### src/rtl/adder_result_accumulator_if.sv
// Handshake bundle between an adder-result producer and the block accumulator.
// master drives results and out_ready; slave returns ready, totals and status.
interface adder_result_accumulator_if #(
    parameter int ACC_W = 8
);
    logic             in_valid;
    logic             in_ready;
    logic [3:0]       S;
    logic             Carry;
    logic             out_valid;
    logic             out_ready;
    logic [ACC_W-1:0] acc_out;
    logic             overflow;
    logic [7:0]       count;

    modport master (
        output in_valid, S, Carry, out_ready,
        input  in_ready, out_valid, acc_out, overflow, count
    );

    modport slave (
        input  in_valid, S, Carry, out_ready,
        output in_ready, out_valid, acc_out, overflow, count
    );
endinterface

### src/rtl/adder_result_accumulator.sv
// Sums N_SAMPLES {Carry,S} results per block and holds the total until taken.
// Define ACC_SATURATE_EN to clamp the total at all ones instead of wrapping.
module adder_result_accumulator #(
    parameter int N_SAMPLES = 4,
    parameter int ACC_W     = 8
) (
    input  logic                        clk,
    input  logic                        reset,
    adder_result_accumulator_if.slave   bus
);
    // state | meaning
    // IDLE  | waiting for the first result of a block; last total still visible
    // ACCUM | block in progress, more results expected
    // DONE  | total valid on acc_out, inputs blocked until out_ready
    typedef enum logic [1:0] {
        IDLE  = 2'd0,
        ACCUM = 2'd1,
        DONE  = 2'd2
    } state_t;

    localparam logic [7:0] N_LAST = 8'(N_SAMPLES);

    state_t           state_q;
    state_t           state_d;
    logic [ACC_W-1:0] acc_q;
    logic             ovf_q;
    logic [7:0]       cnt_q;

    logic             in_ready;
    logic             out_valid;
    logic             accept;
    logic             last;
    logic [ACC_W-1:0] value;
    logic [ACC_W:0]   sum;

    assign value  = ACC_W'({bus.Carry, bus.S});
    assign sum    = {1'b0, acc_q} + {1'b0, value};
    assign accept = bus.in_valid && in_ready;
    assign last   = (cnt_q + 8'd1) == N_LAST;

    always_ff @(posedge clk or posedge reset) begin
        if (reset) state_q <= IDLE;
        else       state_q <= state_d;
    end

    always_comb begin
        state_d = state_q;
        case (state_q)
            IDLE:    if (accept) state_d = (N_SAMPLES == 1) ? DONE : ACCUM;
            ACCUM:   if (accept && last) state_d = DONE;
            DONE:    if (bus.out_ready) state_d = IDLE;
            default: state_d = IDLE;
        endcase
    end

    always_comb begin
        in_ready  = 1'b0;
        out_valid = 1'b0;
        case (state_q)
            IDLE:    in_ready  = 1'b1;
            ACCUM:   in_ready  = 1'b1;
            DONE:    out_valid = 1'b1;
            default: in_ready  = 1'b0;
        endcase
    end

    // Datapath only moves on an accepted result; DONE and gaps hold everything.
    always_ff @(posedge clk or posedge reset) begin
        if (reset) begin
            acc_q <= '0;
            ovf_q <= 1'b0;
            cnt_q <= 8'd0;
        end else if (accept) begin
            if (state_q == IDLE) begin
                acc_q <= value;
                ovf_q <= 1'b0;
                cnt_q <= 8'd1;
            end else begin
                cnt_q <= cnt_q + 8'd1;
`ifdef ACC_SATURATE_EN
                if (sum[ACC_W]) begin
                    acc_q <= '1;
                    ovf_q <= 1'b1;
                end else begin
                    acc_q <= sum[ACC_W-1:0];
                end
`else
                acc_q <= sum[ACC_W-1:0];
                ovf_q <= ovf_q | sum[ACC_W];
`endif
            end
        end
    end

    assign bus.in_ready  = in_ready;
    assign bus.out_valid = out_valid;
    assign bus.acc_out   = acc_q;
    assign bus.overflow  = ovf_q;
    assign bus.count     = cnt_q;
endmodule
### src/flat_wrapper.sv
// flat-port wrapper written by rule: the top's interface ports become plain ports
module adder_result_accumulator_flat 
#(
    parameter int N_SAMPLES = 4,
    parameter int ACC_W     = 8
)
  (clk, reset, bus_in_valid, bus_S, bus_Carry, bus_out_ready, bus_in_ready, bus_out_valid, bus_acc_out, bus_overflow, bus_count);
  adder_result_accumulator_if #(.ACC_W(ACC_W)) bus_i ();
  input  logic clk;
  input  logic reset;
  input wire logic [$bits(bus_i.in_valid)-1:0] bus_in_valid;
  input wire logic [$bits(bus_i.S)-1:0] bus_S;
  input wire logic [$bits(bus_i.Carry)-1:0] bus_Carry;
  input wire logic [$bits(bus_i.out_ready)-1:0] bus_out_ready;
  output wire logic [$bits(bus_i.in_ready)-1:0] bus_in_ready;
  output wire logic [$bits(bus_i.out_valid)-1:0] bus_out_valid;
  output wire logic [$bits(bus_i.acc_out)-1:0] bus_acc_out;
  output wire logic [$bits(bus_i.overflow)-1:0] bus_overflow;
  output wire logic [$bits(bus_i.count)-1:0] bus_count;
  assign bus_i.in_valid = bus_in_valid;
  assign bus_i.S = bus_S;
  assign bus_i.Carry = bus_Carry;
  assign bus_i.out_ready = bus_out_ready;
  assign bus_in_ready = bus_i.in_ready;
  assign bus_out_valid = bus_i.out_valid;
  assign bus_acc_out = bus_i.acc_out;
  assign bus_overflow = bus_i.overflow;
  assign bus_count = bus_i.count;
  adder_result_accumulator #(.N_SAMPLES(N_SAMPLES), .ACC_W(ACC_W)) u_core (.clk(clk), .reset(reset), .bus(bus_i));
endmodule
### config.mk
export PLATFORM = sky130hd
export DESIGN_NAME = adder_result_accumulator_flat
export DESIGN_NICKNAME = d
export VERILOG_FILES = /design/src/rtl/adder_result_accumulator_if.sv /design/src/rtl/adder_result_accumulator.sv /design/src/flat_wrapper.sv
export SDC_FILE = /design/constraint.sdc
export NUM_CORES = 1
export LEC_CHECK = 0
export ABC_AREA = 1
export BUFFER_PORTS_ARGS = -buffer_cell sky130_fd_sc_hd__clkbuf_2
export CAP_MARGIN = 20
export CORE_UTILIZATION = 57
export CTS_CLUSTER_SIZE = 10
export DETAILED_ROUTE_END_ITERATION = 10
export PLACE_DENSITY_LB_ADDON = 0.2
export RECOVER_POWER = 50
export SLEW_MARGIN = 30
export SYNTH_ARGS = -nofsm -noshare
export SYNTH_HDL_FRONTEND = slang
export SYNTH_SLANG_ARGS = --single-unit
### constraint.sdc
create_clock -name clk -period 2.35 [get_ports clk]
set_input_delay 0.235 -clock clk [delete_from_list [all_inputs] [get_ports clk]]
set_output_delay 0.235 -clock clk [all_outputs]
set_load 0.02 [all_outputs]
Word-level counts from Yosys, hierarchy flattened

Index checks and enable logic that the tools add are counted.

Register bits after elaboration: 19

$add $sub $neg: 2
Eq/ne operators: 6
Muxes and demuxes: 9
Bitwise gates (word level): 1
Reductions and logical operators: 5

Operators by type and width:

| kind                  | count |
|---|---|
| $mux W8               | 2 |
| $add A8 B5 Y9         | 1 |
| $add A8 B1 Y8 const B | 1 |
| $eq A8 B3 Y1 const B  | 1 |
| $mux W2               | 3 |
| $pmux W2 S3           | 1 |
| $ne A2 B1 Y1 const B  | 2 |
| $mux W1               | 3 |
| $reduce_and A3 Y1     | 1 |
| $eq A2 B1 Y1 const B  | 1 |
| $eq A2 B2 Y1 const B  | 1 |
| $logic_and A1 B1 Y1   | 2 |
| $logic_not A2 Y1      | 1 |
| $ne A2 B2 Y1 const B  | 1 |
| $reduce_or A2 Y1      | 1 |
| $or A1 B1 Y1          | 1 |

Depth between registers and ports, before layout

Word-level depth: 7
Gate-level depth with buffers: 10
Mapped depth without buffers: 10

Worst setup path before layout

Ideal clock, no wire load.

Path type: register to register
From: register u_core.acc_q[0], in the netlist u_core.bus.acc_out[0]
To: register u_core.acc_q[6], in the netlist u_core.bus.acc_out[6]
Library setup time: 118 ps
Data arrival time: 1570 ps
Data required time: 2232 ps
Path slack: 662 ps
Cell stages (with the launch flop): 10
Cell sequence: dfrtp_1 ha_1 inv_1 fa_1 inv_1 nand4_1 o211ai_1 nand3_1 nand2_1 nor2_1

Longest elaborated chain between the ends: 2

Ends and longest elaborated chain:

| what                   | line                           | text |
|---|---|---|
| start, declared        | adder_result_accumulator.sv:25 | `logic [ACC_W-1:0] acc_q;` |
| start signal, assigned | adder_result_accumulator.sv:75 | `acc_q <= value;` |
| start signal, assigned | adder_result_accumulator.sv:88 | `acc_q <= sum[ACC_W-1:0];` |
| $add A8 B5 Y9          | adder_result_accumulator.sv:37 | `assign sum = {1'b0, acc_q} + {1'b0, value};` |
| $mux W8                | adder_result_accumulator.sv:74 | `if (state_q == IDLE) begin` |

No other way between the ends.
A chain may end at the register's enable or synchronous reset.

Final worst setup path

Same ends and word-level chain as after synthesis.

==> flow_metrics.tcl <==
set metrics [dict create \
    cts_setup_buffers 0 \
    die_area_um2 2409 \
    drc 0 \
    drive_above_1_share_pct 18.42 \
    die_y_um 49.09 \
    critical-path-top-delay-family "adder cells" \
    final_nets 207 \
    die_w_um 49.09 \
    cts_tree "built" \
    dp_hpwl_mm 2.133 \
    syn_nets 177 \
    yosys.area.top_type "dfrtp_1" \
    clk_pin_slew_worst_paths_ns 0.11 \
    cp_cell_sequence "ha_1 -> inv_1 -> fa_1 -> inv_1 -> nand4_1 -> o211ai_1 -> nand3_1 -> nand2_1 -> nor2_1" \
    endpoint_kind "flop" \
    cts_resized 0 \
    synth_area_um2 1264 \
    required_ns 2.55 \
    worstHoldPathType "in2async" \
    grt_max_degree 21 \
    slew_viol_final 0 \
    multiInputGateArea_um2 668.1 \
    dr.pass1.iters 4 \
    finClkSkew_ns 0.006632 \
    finalHoldViolCount 0 \
    start_util_pct 62.50 \
    fin_crit_sh_pct 74.92 \
    port-buffer-count 27 \
    arrival_ns 1.96 \
    fmax_mhz 568.0 \
    drtIter0Drc 34 \
    cts_hold_buf 0 \
    synth_seq_cells 19 \
    dp.cells 213 \
    core.rowCount 16 \
    yosysMostFrequentCell "nand2_1" \
    yosysWarnings 0 \
    yosysSeqAreaShare_pct 37.62 \
    p_leak_uw 0.0007043 \
    cts_buffer_depth 2 \
    ant_nets 0 \
    yosys-top-cells-count "nand2_1 (30), inv_1 (22), dfrtp_1 (19)" \
    wl_per_cell_um 12.73 \
    async_reset_ff_share_pct 100.0 \
    finish.instance_area_um2 1425 \
    synth_top_area_share_pct 37.62 \
    gp_congestion 0.8815 \
    pin_count 28 \
    area_growth_pct 12.77 \
    slowest_delay_ns 0.42 \
    placeableCoreArea_um2 2022 \
    clock_latency_ns 0.31 \
    synthCells 161 \
    maxSlewHeadroom_pct 51.98 \
    grt_pass1_wl_mm 4.802 \
    finalCriticalPeriod_ns 1.761 \
    avgSynthCellArea_um2 7.849 \
    via_per_inst 5.465 \
    yosys-top-cells-area "dfrtp_1 (38%), nand2_1 (8.9%), inv_1 (6.5%)" \
    globalRouteTotalUtil_pct 26.67 \
    tns_ns 0 \
    grt_pass1_vias 1106 \
    cts_max_level 1 \
    cap_violations 0 \
    synth_edf_count 0 \
    setup_viol 0 \
    final_cells 217 \
    root_buffer "clkbuf_4" \
    cts_buffers 3 \
    slowest_stage "fa_1" \
    seqCellArea_um2 475.5 \
    synth_top_flop_cell "dfrtp_1" \
    start_kind "flop" \
    path_class "reg2reg" \
    ys_types 32 \
    place_area_um2 1410 \
    routed_wl_mm 2.763 \
    cts_sinks 19 \
    worstPathMaxFanout 3 \
    n_antenna_cell 0 \
    fillCellCount 174 \
    vias 1186 \
    crit_buf_inv 2 \
    status "finished, final reports clean" \
    p_total_uw 1679 \
    antenna_found_initial 0 \
    crit_path_frequent_cell "inv_1" \
    grt-ovfl-total 0 \
    tightest_slew_ns 0.7194 \
    rsz0062_at_grt "no" \
    peakVddDrop_mv 0.7617 \
    pwr_density_cell_nw_per_um2 1178 \
]
==> cell type report <==
| type | count | share of cell area [%] |
|---|---|---|
| multi-input combinational | 114 | 46.88 |
| inverter | 26 | 6.848 |
| sequential | 19 | 33.36 |
| clock buffer | 4 | 1.844 |
| tap | 27 | 2.370 |
| timing repair buffer | 27 | 8.692 |
==> state kept, by name, indices dropped and copies added, names as in the netlist <==
signal and cells:
u_core.bus.acc_out 8, u_core.bus.count 8, u_core.state_q 2, u_core.bus.overflow 1
==> through the flow <==
step | setup WS [ns] | hold WS [ns] | utilization, %
2_1_floorplan | 0.6625 | 0.1861 | -
3_3_place_gp | 0.7498 | 0.3795 | 69.74
3_5_place_dp | 0.6495 | 0.3758 | 69.74
4_1_cts | 0.6268 | 0.04025 | 71.04
5_1_grt | 0.5162 | 0.08659 | 70.48
6_report | 0.5894 | 0.006289 | 70.48
==> cell usage in the layout (no fill, tap or decap), types with 2 or more instances in the layout <==
cell type | synthesis | layout
o211ai_1 | 2 | 2
ha_1 | 6 | 6
nor2_1 | 18 | 18
a21oi_1 | 5 | 5
o21ai_0 | 9 | 9
xnor2_1 | 2 | 2
inv_2 | 4 | 4
inv_1 | 22 | 22
o22ai_1 | 5 | 5
nand3_1 | 12 | 12
clkbuf_2 | 0 | 18
clkbuf_1 | 0 | 10
a21oi_2 | 2 | 2
clkbuf_4 | 0 | 3
xor2_1 | 2 | 2
dfrtp_1 | 19 | 19
nand2_1 | 30 | 30
nand4_1 | 5 | 5
==> power breakdown <==
group,internal (uW),switching (uW)
combinational,333,595
sequential,445,136
clock,66.3,103
total,845,834
==> path summary, 6_finish.rpt <==
| kind | start | end | slack (ns) | cells past startpoint |
|---|---|---|---|---|
| setup / recovery | u_core.bus.acc_out[0] | u_core.bus.acc_out[6] | 0.59 | 9 |
| hold / removal | reset | u_core.state_q[1] | 0.006 | 2 |
| setup reg to reg | u_core.bus.acc_out[0] | u_core.bus.acc_out[6] | 0.59 | 9 |
| hold reg to reg | u_core.bus.acc_out[0] | u_core.bus.acc_out[0] | 0.55 | 2 |
| max in group asynchronous | reset | u_core.bus.acc_out[1] | 1.88 | 2 |
| min in group clk | bus_out_ready | u_core.state_q[1] | 0.17 | 4 |
==> per-layer routing <==
metal	wire, um	track usage [%]	share of wire [%]	vias to the layer above
met1	1285	35.96	47	543
met2	1251	42.47	45	46
met5	0	0	0	-
met3	176	4.050	6.4	4
li1	-	-	-	593
met4	49	11.27	1.8	0
==> cell families after synthesis <==
| family | Yosys count | share of synthesized area (%) |
|---|---|---|
| adders and majority gates | 7 | 7.525 |
| AOI/OAI and AO/OA | 31 | 16.63 |
| DFF | 19 | 37.62 |
| and+or+nand+nor | 72 | 25.94 |
| xor gates and xnor gates | 4 | 2.773 |
| buffers and inverters | 28 | 9.505 |
Power figures use the tool's default switching activity.
